$ cat src/rtl/xor_fold_stream_pkg.sv
// Shared types and helpers for the streaming XOR folder.
package xor_fold_pkg;

  typedef enum logic {
    IDLE = 1'b0,
    ACC  = 1'b1
  } state_t;

  function automatic int unsigned fold_ratio(input int unsigned in_w, input int unsigned out_w);
    return in_w / out_w;
  endfunction

  // Increment that sticks at max instead of wrapping.
  function automatic logic [31:0] sat_inc(input logic [31:0] v, input logic [31:0] max);
    return (v >= max) ? max : v + 32'd1;
  endfunction

endpackage

$ cat src/rtl/xor_fold_stream_if.sv
// Input beat stream and folded result stream sharing one bundle.
interface xor_fold_stream_if #(
  parameter int unsigned IN_W  = 16,
  parameter int unsigned OUT_W = 8,
  parameter int unsigned CH    = 2,
  parameter int unsigned CNT_W = 8
);
  logic                  in_valid;
  logic                  in_ready;
  logic [CH*IN_W-1:0]    in_data;
  logic                  in_last;
  logic                  mode;
  logic                  out_valid;
  logic                  out_ready;
  logic [CH*OUT_W-1:0]   out_data;
  logic [CNT_W-1:0]      out_cnt;

  modport master (
    output in_valid, in_data, in_last, mode, out_ready,
    input  in_ready, out_valid, out_data, out_cnt
  );

  modport slave (
    input  in_valid, in_data, in_last, mode, out_ready,
    output in_ready, out_valid, out_data, out_cnt
  );
endinterface

$ cat src/rtl/xor_fold_stream_slice.sv
// One channel: XOR of all OUT_W-wide slices of an IN_W-wide word.
module xor_fold_slice
  import xor_fold_pkg::*;
#(
  parameter int unsigned IN_W  = 16,
  parameter int unsigned OUT_W = 8
) (
  input  logic [IN_W-1:0]  data,
  output logic [OUT_W-1:0] folded
);
  localparam int unsigned RATIO = fold_ratio(IN_W, OUT_W);

  always_comb begin
    folded = '0;
    for (int unsigned k = 0; k < RATIO; k++) begin
      folded = folded ^ data[k*OUT_W +: OUT_W];
    end
  end
endmodule

$ cat src/rtl/xor_fold_stream.sv
// Streaming multi-channel XOR folder with per-beat and frame-accumulate modes.
module xor_fold_stream
  import xor_fold_pkg::*;
#(
  parameter int unsigned IN_W  = 16,
  parameter int unsigned OUT_W = 8,
  parameter int unsigned CH    = 2,
  parameter int unsigned CNT_W = 8
) (
  input  logic            clk,
  input  logic            rst,
  xor_fold_stream_if.slave bus
);
  localparam int unsigned DW      = CH * OUT_W;
  localparam logic [31:0] CNT_MAX = 32'hFFFF_FFFF >> (32 - CNT_W);

  if ((IN_W % OUT_W) != 0 || OUT_W > IN_W) begin : g_bad_cfg
    $error("xor_fold_stream: IN_W must be a non-zero multiple of OUT_W");
  end

  state_t             state, state_next;
  logic [DW-1:0]      acc, acc_next;
  logic [CNT_W-1:0]   cnt, cnt_next, cnt_inc;
  logic               frame_mode, frame_mode_next;
  logic               out_valid, load, in_ready, accept;
  logic [DW-1:0]      out_data, load_data, folded;
  logic [CNT_W-1:0]   out_cnt, load_cnt;

  for (genvar c = 0; c < CH; c++) begin : g_ch
    xor_fold_slice #(.IN_W(IN_W), .OUT_W(OUT_W)) u_slice (
      .data   (bus.in_data[c*IN_W +: IN_W]),
      .folded (folded[c*OUT_W +: OUT_W])
    );
  end

  // Non-last ACC beats only update the accumulator, so they may enter under backpressure.
  assign in_ready = !rst && (!out_valid || bus.out_ready || (state == ACC && !bus.in_last));
  assign accept   = bus.in_valid && in_ready;
  assign cnt_inc  = CNT_W'(sat_inc(32'(cnt), CNT_MAX));

  always_comb begin
    state_next      = state;
    acc_next        = acc;
    cnt_next        = cnt;
    frame_mode_next = frame_mode;
    load            = 1'b0;
    load_data       = '0;
    load_cnt        = '0;
    if (accept) begin
      case (state)
        IDLE: begin
          if (!bus.mode || bus.in_last) begin
            load      = 1'b1;
            load_data = folded;
            load_cnt  = CNT_W'(1);
          end else begin
            state_next      = ACC;
            acc_next        = folded;
            cnt_next        = CNT_W'(1);
            frame_mode_next = 1'b1;
          end
        end
        ACC: begin
          if (bus.in_last) begin
            load            = 1'b1;
            load_data       = acc ^ folded;
            load_cnt        = cnt_inc;
            acc_next        = '0;
            cnt_next        = '0;
            frame_mode_next = 1'b0;
            state_next      = IDLE;
          end else begin
            acc_next = acc ^ folded;
            cnt_next = cnt_inc;
          end
        end
        default: state_next = IDLE;
      endcase
    end
  end

  always_ff @(posedge clk) begin
    if (rst) begin
      state      <= IDLE;
      acc        <= '0;
      cnt        <= '0;
      frame_mode <= 1'b0;
      out_valid  <= 1'b0;
      out_data   <= '0;
      out_cnt    <= '0;
    end else begin
      state      <= state_next;
      acc        <= acc_next;
      cnt        <= cnt_next;
      frame_mode <= frame_mode_next;
      if (load) begin
        out_valid <= 1'b1;
        out_data  <= load_data;
        out_cnt   <= load_cnt;
      end else if (out_valid && bus.out_ready) begin
        out_valid <= 1'b0;
      end
    end
  end

  assign bus.in_ready  = in_ready;
  assign bus.out_valid = out_valid;
  assign bus.out_data  = out_data;
  assign bus.out_cnt   = out_cnt;
endmodule

$ cat src/flat_wrapper.sv
// flat-port wrapper written by rule: the top's interface ports become plain ports
module xor_fold_stream_flat import xor_fold_pkg::*;
#(
  parameter int unsigned IN_W  = 16,
  parameter int unsigned OUT_W = 8,
  parameter int unsigned CH    = 2,
  parameter int unsigned CNT_W = 8
)
  (clk, rst, bus_in_valid, bus_in_data, bus_in_last, bus_mode, bus_out_ready, bus_in_ready, bus_out_valid, bus_out_data, bus_out_cnt);
  xor_fold_stream_if #(.IN_W(IN_W), .OUT_W(OUT_W), .CH(CH), .CNT_W(CNT_W)) bus_i ();
  input  logic clk;
  input  logic rst;
  input wire logic [$bits(bus_i.in_valid)-1:0] bus_in_valid;
  input wire logic [$bits(bus_i.in_data)-1:0] bus_in_data;
  input wire logic [$bits(bus_i.in_last)-1:0] bus_in_last;
  input wire logic [$bits(bus_i.mode)-1:0] bus_mode;
  input wire logic [$bits(bus_i.out_ready)-1:0] bus_out_ready;
  output wire logic [$bits(bus_i.in_ready)-1:0] bus_in_ready;
  output wire logic [$bits(bus_i.out_valid)-1:0] bus_out_valid;
  output wire logic [$bits(bus_i.out_data)-1:0] bus_out_data;
  output wire logic [$bits(bus_i.out_cnt)-1:0] bus_out_cnt;
  assign bus_i.in_valid = bus_in_valid;
  assign bus_i.in_data = bus_in_data;
  assign bus_i.in_last = bus_in_last;
  assign bus_i.mode = bus_mode;
  assign bus_i.out_ready = bus_out_ready;
  assign bus_in_ready = bus_i.in_ready;
  assign bus_out_valid = bus_i.out_valid;
  assign bus_out_data = bus_i.out_data;
  assign bus_out_cnt = bus_i.out_cnt;
  xor_fold_stream #(.IN_W(IN_W), .OUT_W(OUT_W), .CH(CH), .CNT_W(CNT_W)) u_core (.clk(clk), .rst(rst), .bus(bus_i));
endmodule
$ cat config.mk
export PLATFORM = sky130hd
export DESIGN_NAME = xor_fold_stream_flat
export DESIGN_NICKNAME = d
export VERILOG_FILES = /design/src/rtl/xor_fold_stream_pkg.sv /design/src/rtl/xor_fold_stream_if.sv /design/src/rtl/xor_fold_stream_slice.sv /design/src/rtl/xor_fold_stream.sv /design/src/flat_wrapper.sv
export SDC_FILE = /design/constraint.sdc
export NUM_CORES = 1
export LEC_CHECK = 0
export CAP_MARGIN = 0
export CORE_MARGIN = 5
export CORE_UTILIZATION = 40
export CTS_CLUSTER_SIZE = 30
export DETAILED_ROUTE_END_ITERATION = 10
export GPL_ROUTABILITY_DRIVEN = 0
export PLACE_DENSITY = 0.65
export SYNTH_ARGS = -nofsm -noshare
export SYNTH_HDL_FRONTEND = slang
export SYNTH_SLANG_ARGS = --single-unit
$ cat constraint.sdc
create_clock -name clk -period 4.9 [get_ports clk]
set_clock_uncertainty 0.2 [all_clocks]
set_input_delay 0.735 -clock clk [delete_from_list [all_inputs] [get_ports clk]]
set_output_delay 0.735 -clock clk [all_outputs]
set_load 0.05 [all_outputs]
# Yosys cells after proc, flatten, opt, wreduce, memory -nomap -nowiden
# Cells that the tools add are included.
[op_classes]
order_cmp = 1
reduce_logical = 13
n_mux = 24
n_bitwise = 4
eq_ne = 1
addsub = 1
[ops]
columns = ["op", "n"]
rows = [
  ["$mux 16", 5],
  ["$pmux 16 s2", 2],
  ["$mux 8", 5],
  ["$pmux 8 s2", 2],
  ["$xor 16x16->16", 1],
  ["$xor 8x8->8", 2],
  ["$add 8x1->8 const B", 1],
  ["$ge 8x8->1 const B", 1],
  ["$mux 1", 8],
  ["$logic_and 1x1->1", 4],
  ["$logic_not 1->1", 4],
  ["$pmux 1 s2", 2],
  ["$logic_or 1x1->1", 3],
  ["$ne 2x2->1 const B", 1],
  ["$reduce_and 2->1", 1],
  ["$reduce_bool 2->1", 1],
  ["$not 1->1", 1],
]
[word_totals]
elab_cells = 50
reg_bits = 50
input_bits = 38

# Depth between registers and ports, before layout
[logic_depth]
word_depth = 7
depth_mapped = 6

# Hierarchy
# A second synthesis with hierarchy kept.
[unflattened]
cells_unflattened = 343
hier_area_um2 = 2670.1
[modules_own_cells]
columns = ["mod", "area_each_um2", "n_inst", "cells_per_inst", "seq_area_each_um2"]
rows = [
  ["xor_fold_stream", 2529.9, 1, 327, 1001.0],
  ["xor_fold_slice", 70.1, 2, 8, 0.0],
]

# Worst setup path before layout
# No wires, ideal clock.
[synth_timing]
kind = "input to output"
startpoint = "input port bus_in_last"
endpoint = "output port bus_in_ready"
n_path_buf = 1
required_time_ns = 3.965
arrival_time_ns = 1.845
path_slack_ns = 2.120
stages = 3
cell_sequence = "buf_2 nand2b_1 a21oi_1"
[synth_via]
elab_chain_cells = 4
[synth_lines]
columns = ["item", "line", "rtl"]
rows = [
  ["start: declaration", "flat_wrapper.sv:15", "input wire logic [$bits(bus_i.in_last)-1:0] bus_in_last;"],
  ["$logic_not 1->1", "xor_fold_stream.sv:37", "assign in_ready = !rst && (!out_valid || bus.out_ready || (state == ACC && !bus.in_last));"],
  ["$logic_and 1x1->1", "xor_fold_stream.sv:37", ""],
  ["$logic_or 1x1->1", "xor_fold_stream.sv:37", ""],
  ["$logic_and 1x1->1", "xor_fold_stream.sv:37", ""],
  ["end: declaration", "flat_wrapper.sv:18", "output wire logic [$bits(bus_i.in_ready)-1:0] bus_in_ready;"],
]
# No other way between the ends.

# Worst setup path after layout
# Same ends and word-level chain as after synthesis.

==> summary.md <==
| Metric | Value |
|---|---|
| First-pass iteration count of the detailed router | 4 |
| Core box area | 6720 sq um |
| DP HPWL | 4260 um |
| GR Overflow Total | 0 |
| Initial DRC Count | 105 |
| H-tree levels | 2 |
| CP required | 3.96 ns |
| Max cap viols | 0 |
| Sequential area share after synthesis | 36.7% |
| N_diodes | 0 |
| DIE AREA | 8570 sq um |
| Crit Path Max Fanout | 9 |
| Register area | 1000 sq um |
| Die Wd | 92.6 um |
| Syn Area/Cell | 8.24 sq um |
| Total wire length | 6420 um |
| Setup Viol. Count Final | 0 |
| Clock root buffer | clkbuf_8 |
| First-pass GRT wire length | 10700 um |
| Worst setup margin | 1.40 ns |
| Slew of the pin with the lowest slew margin | 1.23 ns |
| Largest net degree at the start of global routing | 56 |
| I/O pin cnt | 64 |
| # nets final | 418 |
| Yosys cell types | 46 |
| Total power density per cell area | 263 nW/um^2 |
| Cts hold-fix bufs | 0 |
| Worst vdd ir | 0.000146 V |
| Cell row count | 30 |
| Area Overhead vs Synth | 27.0% |
| CP Launch Type | input pin |
| Async SR Flop Fraction | 0% |
| Leak | 1.25 nW |
| EDFF count, synth | 0 |
| Status | finished, final reports clean |
| FILL cells | 615 |
| Starting Density | 40.6% |
| # DRC | 0 |
| CTS Buffer Depth | 2 |
| Cell with the most instances after synthesis | a21oi_1 |
| Worst slew margin | 16.6% |
| CP arrival | 2.57 ns |
| Buf+Inv Stages, Crit Path | 2 |
| Final worst-path cycle share | 71.5% |
| Top cells by area, synth | dfxtp_1 37%, a21oi_1 11%, mux2i_1 5.9%, xnor2_1 5.5%, o32ai_1 5.1% |
| GR Util All Layers | 15.0% |
| Most frequent cells after synthesis | 58 x a21oi_1, 50 x dfxtp_1, 34 x nand2_1 |
| Critical path type | input pin to output port |
| Slowest-stage cell, CP | clkdlybuf4s50_1 |
| Crit-path cells | clkdlybuf4s50_1, nand2b_1, a21oi_1, clkdlybuf4s50_1 |
| Num CTS Buffers | 5 |
| Synth area leader | dfxtp_1 |
| Setup TNS | 0 ns |
| CP Capture Type | output port |
| Clock tree from TritonCTS | built |
| Share of cells above drive strength 1 | 4.74% |
| Post-Syn Instances | 331 |
| Top delay family on crit path | buffers and inverters |
| Post-route ant nets | 0 |
| HP Class | register to register |
| Placement Setup Slack | 1.41 ns |
| Clk_lat worst skew | 0.30 ns |
| Pins over their slew limit | 0 |
| Unrepaired setup endpoints after global routing | false |
| Vias per std cell | 5.38 |
| Die Y | 92.6 um |
| Design Area, Final | 3460 sq um |
| Tmin final | 3.50 ns |
| Area of the multi-input gates | 1610 sq um |
| Initial antenna violation count | 0 |
| Slowest stage delay, CP | 0.83 ns |
| Synth Cell Area | 2730 sq um |
| Synth top area share | 36.7% |
| Final Hold Fails | 0 |
| CTS resizes | 0 |
| Net Count, Synth | 370 |
| Yosys warns | 0 |
| IO buf count | 63 |
| Routed vias | 2477 |
| Clock transition at the registers of the reported paths | 0.09 ns |
| Cell Area, Placed | 3370 sq um |
| Vias in the first global route | 2255 |
| Seq cells post-synth | 50 |
| Top cell by count, worst path | clkdlybuf4s50_1 |
| Maximum clock frequency | 286 MHz |
| Post-CTS setup buffers | 0 |
| Wire per inst | 14.0 um |
| CTS Sinks | 50 |
| Main synth FF type | dfxtp_1 |
[state kept, by name (all words and copies together), names as in the netlist]
name	count
u_core.bus.out_cnt	8
u_core.state	1
u_core.bus.out_valid	1
u_core.acc	16
u_core.bus.out_data	16
u_core.cnt	8
[logic make-up (layout without fill, tap and decap cells)]
logic type | after synthesis | count (layout) | share of synthesized area [%]
adder cells (fa/ha/maj) | 1 | 1 | 0.459
AO/OA/AOI/OAI | 134 | 134 | 31.2
flip-flops | 50 | 50 | 36.7
multiplexers | 16 | 16 | 5.87
buffers and inverters | 26 | 75 | 4.54
AND/OR/NAND/NOR | 86 | 86 | 15.5
XOR/XNOR | 18 | 18 | 5.78
[power by group]
part           switching [mW]  internal, mW  total [mW]
registers              0.0139         0.426       0.440
clock network           0.139         0.114       0.253
logic                   0.125        0.0933       0.218
[routing by layer]
metal	vias to the layer above	routed length [um]	global-route usage, %
li1	1299	-	-
met1	1112	3070	19.8
met2	61	2960	25.0
met3	5	341	3.33
met4	0	48	3.47
met5	-	0	0
[cells in the final DEF (no fill, tap or decap), types with 2 or more instances in the layout]
master,count
a21boi_0,2
a21o_1,4
a21oi_1,58
a31oi_1,3
and2b_1,2
and3_1,3
buf_4,3
clkbuf_8,6
clkdlybuf4s50_1,63
dfxtp_1,49
mux2i_1,16
nand2_1,34
nand2b_1,3
nand3_1,4
nor2_1,23
nor2b_1,3
nor3_1,3
o21a_1,17
o21ai_0,20
o21ai_1,5
o2bb2ai_1,3
o32ai_1,16
xnor2_1,17
[path summary, 6_finish.rpt]
| check | start | end | slack, ns | cells past startpoint |
|---|---|---|---|---|
| max reg2reg | u_core.state | u_core.cnt[5] | 2.29 | 5 |
| min | u_core.bus.out_cnt[7] | u_core.bus.out_cnt[7] | 0.26 | 1 |
| max | bus_in_last | bus_in_ready | 1.40 | 4 |
| min reg2reg | u_core.bus.out_cnt[7] | u_core.bus.out_cnt[7] | 0.26 | 1 |
[through the flow]
stage	hold WS [ns]	power, mW	std cells	util (%)
after floorplan	0.258	0.594	331	-
after global placement	0.236	0.665	452	50.2
after detailed placement	0.241	0.668	452	50.2
after CTS	0.263	0.921	460	51.5
after global routing	0.285	0.954	460	51.5
final	0.258	0.911	460	51.5
[layout make-up]
class | count | area share [%]
inverters | 1 | 0.108
clock inverters | 1 | 0.145
well taps | 80 | 2.89
clock buffers | 7 | 2.49
repair buffers | 66 | 18.9
flip-flops and latches | 50 | 28.9
multi-input cells | 255 | 46.6
Note: power is estimated with default switching activity, not from simulation.
